--- config.mk ---
export PLATFORM = sky130hd
export DESIGN_NAME = npu_output_collector
export DESIGN_NICKNAME = d
export VERILOG_FILES = /design/src/rtl/npu_img_pkg.sv /design/src/rtl/byte_lane_packer.sv /design/src/rtl/npu_output_collector.sv
export SDC_FILE = /design/constraint.sdc
export NUM_CORES = 1
export LEC_CHECK = 0
export CORE_MARGIN = 2
export CORE_UTILIZATION = 38
export CTS_CLUSTER_SIZE = 14
export DETAILED_ROUTE_END_ITERATION = 12
export GPL_TIMING_DRIVEN = 0
export PLACE_DENSITY = 0.64
export SLEW_MARGIN = 20
export SYNTH_ARGS = -nofsm -noshare
export SYNTH_HDL_FRONTEND = slang
export SYNTH_SLANG_ARGS = --single-unit
--- constraint.sdc ---
create_clock -name clk -period 3.35 [get_ports clk]
set_input_delay 0.8375 -clock clk [delete_from_list [all_inputs] [get_ports clk]]
set_output_delay 0.8375 -clock clk [all_outputs]
set_load 0.03 [all_outputs]
--- src/rtl/npu_img_pkg.sv ---
// Image geometry and pixel helpers shared by the NPU input and output stages.
// The saturation helper maps a signed NPU result onto an unsigned 8-bit pixel.
package npu_img_pkg;

    localparam int IMG_W       = 640;
    localparam int IMG_H       = 480;
    localparam int DATA_W      = 32;
    localparam int FRAME_WORDS = IMG_W * IMG_H / 8;

    // Clamp to [0,255]: negative -> 0x00, anything above 255 -> 0xFF.
    function automatic logic [7:0] sat_u8(input logic signed [DATA_W-1:0] value);
        logic [7:0] result;
        if (value[DATA_W-1]) begin
            result = 8'h00;
        end else if (|value[DATA_W-2:8]) begin
            result = 8'hFF;
        end else begin
            result = value[7:0];
        end
        return result;
    endfunction

endpackage

--- src/rtl/byte_lane_packer.sv ---
// Collects saturated pixels into a 64-bit word with per-byte valid mask and
// emits a registered RAM write when the top requests a flush.
module byte_lane_packer
    import npu_img_pkg::*;
#(
    parameter int AW = 16
) (
    input  logic          clk,
    input  logic          reset,
    input  logic          valid,
    input  logic          flush,
    input  logic [2:0]    lane,
    input  logic [7:0]    pixel,
    input  logic [AW-1:0] word_addr,
    output logic [7:0]    ram_we,
    output logic [AW-1:0] ram_addr,
    output logic [63:0]   ram_din
);

    logic [63:0]   pack_r;
    logic [7:0]    mask_r;
    logic [63:0]   merged_data_s;
    logic [7:0]    merged_mask_s;
    logic [7:0]    ram_we_r;
    logic [AW-1:0] ram_addr_r;
    logic [63:0]   ram_din_r;

    // Current word with the incoming pixel merged into its lane.
    always_comb begin
        merged_data_s                     = pack_r;
        merged_data_s[{lane, 3'b000} +: 8] = pixel;
        merged_mask_s                     = mask_r | (8'h01 << lane);
    end

    // Pack register and write port; a flush writes the merged word and empties the pack.
    always_ff @(posedge clk) begin
        if (reset) begin
            pack_r     <= 64'h0;
            mask_r     <= 8'h00;
            ram_we_r   <= 8'h00;
            ram_addr_r <= '0;
            ram_din_r  <= 64'h0;
        end else begin
            ram_we_r <= 8'h00;
            if (valid) begin
                if (flush) begin
                    ram_we_r   <= merged_mask_s;
                    ram_addr_r <= word_addr;
                    ram_din_r  <= merged_data_s;
                    pack_r     <= 64'h0;
                    mask_r     <= 8'h00;
                end else begin
                    pack_r <= merged_data_s;
                    mask_r <= merged_mask_s;
                end
            end
        end
    end

    assign ram_we   = ram_we_r;
    assign ram_addr = ram_addr_r;
    assign ram_din  = ram_din_r;

endmodule

--- src/rtl/npu_output_collector.sv ---
// Drains the NPU output FIFO, saturates each result to a pixel and writes it to
// its raster byte position in the 64-bit result frame RAM.
module npu_output_collector
    import npu_img_pkg::*;
#(
    parameter int IMG_W  = 640,
    parameter int IMG_H  = 480,
    parameter int DATA_W = 32,
    parameter int AW     = 16
) (
    input  logic              clk,
    input  logic              reset,
    input  logic              output_fifo_empty,
    input  logic [DATA_W-1:0] output_fifo_data,
    output logic              output_fifo_rd_en,
    output logic [7:0]        ram_we,
    output logic [AW-1:0]     ram_addr,
    output logic [63:0]       ram_din,
    output logic              frame_done
);

    localparam int CW = $clog2(IMG_W);
    localparam int RW = $clog2(IMG_H);
    localparam int BW = AW + 3;

    localparam logic [CW-1:0] COL_FIRST = CW'(1);
    localparam logic [CW-1:0] COL_LAST  = CW'(IMG_W - 2);
    localparam logic [RW-1:0] ROW_FIRST = RW'(1);
    localparam logic [RW-1:0] ROW_LAST  = RW'(IMG_H - 2);

    logic [RW-1:0] row_r;
    logic [CW-1:0] col_r;
    logic          rd_valid_r;
    logic          frame_done_r;
    logic          rd_en_s;
    logic [BW-1:0] byte_addr_s;
    logic [2:0]    lane_s;
    logic [AW-1:0] word_addr_s;
    logic          last_col_s;
    logic          last_row_s;
    logic          flush_s;
    logic [7:0]    pixel_s;

    assign rd_en_s           = ~reset & ~output_fifo_empty;
    assign output_fifo_rd_en = rd_en_s;

    // Raster address of the pixel whose result is arriving this cycle.
    always_comb begin
        byte_addr_s = BW'(row_r) * BW'(IMG_W) + BW'(col_r);
        lane_s      = byte_addr_s[2:0];
        word_addr_s = byte_addr_s[BW-1:3];
        last_col_s  = (col_r == COL_LAST);
        last_row_s  = (row_r == ROW_LAST);
        // The next pixel after a row end always starts a fresh word, so flush there too.
        flush_s     = (lane_s == 3'd7) | last_col_s;
        pixel_s     = sat_u8(output_fifo_data);
    end

    // Non-FWFT FIFO: data is valid the cycle after the strobe.
    always_ff @(posedge clk) begin
        if (reset) begin
            rd_valid_r <= 1'b0;
        end else begin
            rd_valid_r <= rd_en_s;
        end
    end

    // Interior-pixel raster counters, wrapping at the frame end.
    always_ff @(posedge clk) begin
        if (reset) begin
            row_r <= ROW_FIRST;
            col_r <= COL_FIRST;
        end else if (rd_valid_r) begin
            if (last_col_s) begin
                col_r <= COL_FIRST;
                if (last_row_s) begin
                    row_r <= ROW_FIRST;
                end else begin
                    row_r <= row_r + RW'(1);
                end
            end else begin
                col_r <= col_r + CW'(1);
            end
        end
    end

    // Frame-done pulse aligned with the final flush of the frame.
    always_ff @(posedge clk) begin
        if (reset) begin
            frame_done_r <= 1'b0;
        end else begin
            frame_done_r <= rd_valid_r & last_col_s & last_row_s;
        end
    end

    assign frame_done = frame_done_r;

    byte_lane_packer #(
        .AW(AW)
    ) u_packer (
        .clk       (clk),
        .reset     (reset),
        .valid     (rd_valid_r),
        .flush     (flush_s),
        .lane      (lane_s),
        .pixel     (pixel_s),
        .word_addr (word_addr_s),
        .ram_we    (ram_we),
        .ram_addr  (ram_addr),
        .ram_din   (ram_din)
    );

endmodule

==> results of run 1 <==
[metal layers]
metal,part of all wire (%),vias to the layer above
met2,48,195
met4,1.8,0
met1,46,3395
met5,0,-
met3,4.7,32
li1,-,3620
[worst max-delay path by stage]
stage | endpoint | slack, ns | cells after the start
after floorplan | u_packer.ram_addr[14] | 0.64 | 9
after global placement | output_fifo_rd_en | -0.52 | 5
after detailed placement | output_fifo_rd_en | -0.53 | 5
after CTS | u_packer.pack_r[34] | 0.03 | 13
after global routing | u_packer.pack_r[60] | -0.05 | 7
final | u_packer.pack_r[4] | 0.03 | 7
[stage by stage]
stage	area [sq um]	utilization, %	std cells
detailed placement	9542	45.82	1338
CTS	10140	48.70	1370
finish	10140	48.68	1368
floorplan	7976	-	941
global route	10140	48.68	1368
global placement	9542	45.82	1338
[flip-flops by register name, summed over array words and instances (netlist names)]
register	flops
u_packer.pack_r	64
rd_valid_r	1
u_packer.ram_we	8
frame_done	1
u_packer.ram_din	64
u_packer.mask_r	8
row_r	9
u_packer.ram_addr	16
col_r	10
[worst max-delay path, cell delays in order]
cell and delay [ns]:
clkdlybuf4s50_1 0.41, nor4_2 0.37, nand4_4 0.23, o31ai_2 0.99
nor2_1 0.45, a22oi_1 0.28, nor2_1 0.05
[cell usage in the layout, fill, tap and decap left out, types with 3 or more instances in the layout]
cell	n
buf_1	6
clkbuf_1	47
nor4_1	5
or2_1	3
a21oi_1	30
o21a_1	8
nand3_1	9
o31ai_2	6
xor2_1	16
ha_1	27
a211oi_1	73
a22oi_1	60
clkbuf_2	3
inv_1	10
xnor2_1	10
clkbuf_8	3
nor3_1	84
nand2b_1	6
o21ai_1	9
clkdlybuf4s50_1	122
clkbuf_16	17
nor4_2	3
nand4_1	6
and3_1	3
mux2i_1	9
or3_1	4
o21ai_0	7
buf_2	10
nor2b_1	4
nor2_1	239
dfxtp_1	181
and2_1	3
nand2_1	28
[area by class of cell]
| class | count | area [sq um] |
|---|---|---|
| repair buffers | 122 | 1221 |
| plain buffers | 65 | 264.0 |
| flip-flops and latches | 181 | 3623 |
| clock inverters | 10 | 120.1 |
| well taps | 275 | 344.1 |
| clock buffers | 22 | 474.2 |
| multi-input cells | 682 | 4048 |
| inverters | 11 | 41.29 |
| fillers | 2056 | 10690 |
[logic make-up (layout without fill, tap and decap cells)]
logic type                 count (synthesis)  in the layout  share of synthesized area, %
muxes                                      9              9                         1.129
buffers and inverters                     78            230                         3.828
AOI/OAI and AO/OA                        209            209                         19.06
and+or+nand+nor                          409            409                         22.96
xor gates and xnor gates                  26             26                         2.855
DFF                                      181            181                         45.43
adders and majority gates                 29             29                         4.737
[repair_timing]
item	in CTS	in global routing
hold buffers	0	0
endpoints found under the setup margin	1	70
resized for setup	3	5
[power by group]
part / switching [uW] / leakage [uW] / internal, uW
Sequential: 15.0 / 0.00146 / 2170
Clock: 871 / 0.000287 / 1160
Combinational: 263 / 0.00183 / 120
Total: 1150 / 0.00358 / 3460
==> flow_metrics.env, run 1 <==
export IMPL_outcome="completed"
export IMPL_timing_final_crit_share_pct=99.17
export IMPL_synth_cell_types=51
export IMPL_worstSetupEndpointType="flop"
export IMPL_synth_area_sq_um=7976
export IMPL_viasPerCell=5.294
export IMPL_fin_ws_ns=0.02778
export IMPL_grt_use_met2_pct=34.84
export IMPL_portBuffers=122
export IMPL_hold_class="reg2reg"
export IMPL_dieArea_sq_um=22170
export IMPL_clkSinkCount=181
export IMPL_grt_pass1_wl_um=36260
export IMPL_worstHoldStart="u_packer.ram_addr[9]"
export IMPL_synth_top_cell_by_area="dfxtp_1"
export IMPL_fin_crit_ns=3.322
export IMPL_synth_edf_count=0
export IMPL_diodes=0
export IMPL_finalSetupViolCount=0
export IMPL_synth_common_cells="239 x nor2_1, 181 x dfxtp_1, 84 x nor3_1, 73 x a211oi_1, 60 x a22oi_1"
export IMPL_finalSetupTns_ns=0
export IMPL_worst_path_max_fanout=9
export IMPL_ant_nets=0
export IMPL_worstPathArrival_ns=3.63
export IMPL_start_util_pct=38.31
export IMPL_regToRegStartpoint="col_r[0]"
export IMPL_num_vias=7242
export IMPL_max_cap_viol_count=0
export IMPL_ff2ff_path_depth=9
export IMPL_synth_area_top_cells="dfxtp_1 45%, nor2_1 11%, a211oi_1 6.9%, a22oi_1 5.6%, nor3_1 5.3%"
export IMPL_drc_errors=0
export IMPL_syn_area_per_cell_sq_um=8.477
export IMPL_path_class="in2reg"
export IMPL_cts_clk_slew_worst_paths_ns=0.07
export IMPL_ys_seq_elements=181
export IMPL_nets=1144
export IMPL_grt_max_degree=17
export IMPL_grtUsageMet3_pct=3.639
export IMPL_synth_top_area_share_pct=45.43
export IMPL_drive_gt1_share_pct=5.581
export IMPL_worstHoldPathCells=2
export IMPL_globalplace_congestion=0.8244
export IMPL_routedWlPerCell_um=16.74
export IMPL_cts_tree="done"
export IMPL_synth_cells=941
export IMPL_min_to="u_packer.ram_addr[9]"
export IMPL_slew_violations=0
export IMPL_clk_latency_ns=0.44
export IMPL_peakVddDrop_uv=348.6
export IMPL_drtIter0Drc=576
export IMPL_skew_ns=0.01444
export IMPL_synth_nets=1005
export IMPL_maxClockFrequency_mhz=301.0
export IMPL_p_total_uw=4607
export IMPL_gr_usage_all_layers_pct=20.77
export IMPL_rows=53
export IMPL_htreeDepth=4
export IMPL_yosysMostFrequentCell="nor2_1"
export IMPL_dpl_hpwl_um=16160
export IMPL_worstReg2RegEnd="u_packer.pack_r[45]"
export IMPL_use_met1_pct=27.30
export IMPL_clockBufferDepth=2
export IMPL_finalHoldViolations=0
export IMPL_ys_flop_type="dfxtp_1"
export IMPL_core_sq_um=20820
export IMPL_r2r_slack_ns=0.18
export IMPL_syn2layout_area_growth_pct=27.07
export IMPL_crit_start="output_fifo_data[24]"
export IMPL_post_cts_setup_buffers=0
export IMPL_rsz0062_at_grt="yes"
export IMPL_ys_warn_count=0
export IMPL_numCtsBuffers=17
export IMPL_power_leakage_uw=0.003576
export IMPL_gr_total_overflow=0
export IMPL_yosysSeqAreaShare_pct=45.43
export IMPL_ys_async_sr_fraction_pct=0
export IMPL_top_usage_layer="met2"
export IMPL_wl_um=22900
export IMPL_start_kind="input port"
export IMPL_fp_dieW_um=148.9
export IMPL_dr_pass1_iters=5
export IMPL_ios=125
export IMPL_grt_pass1_vias=6814
export IMPL_tightest_slew_ns=1.147
export IMPL_die_h_um=148.9
export IMPL_pre_cts_slack_ns=-0.5330
export IMPL_cp_required_ns=3.66
export IMPL_max_slew_margin_pct=23.06
export IMPL_power_density_nw_per_um2=454.6
export IMPL_holdWs_ns=0.4510
export IMPL_cts_root_buffer="clkbuf_16"
export IMPL_antenna_found_initial=0
No activity file was read; power rests on OpenSTA's default activity.
==> run 2: changes to the inputs <==
--- a/config.mk
+++ b/config.mk
@@ -7,7 +7,6 @@
 export LEC_CHECK = 0
 export CORE_MARGIN = 2
 export CORE_UTILIZATION = 38
-export CTS_CLUSTER_SIZE = 14
 export DETAILED_ROUTE_END_ITERATION = 12
 export GPL_TIMING_DRIVEN = 0
 export PLACE_DENSITY = 0.64
==> results of run 2 <==
The final DEF is identical to that of run 1; final timing and power are the same.
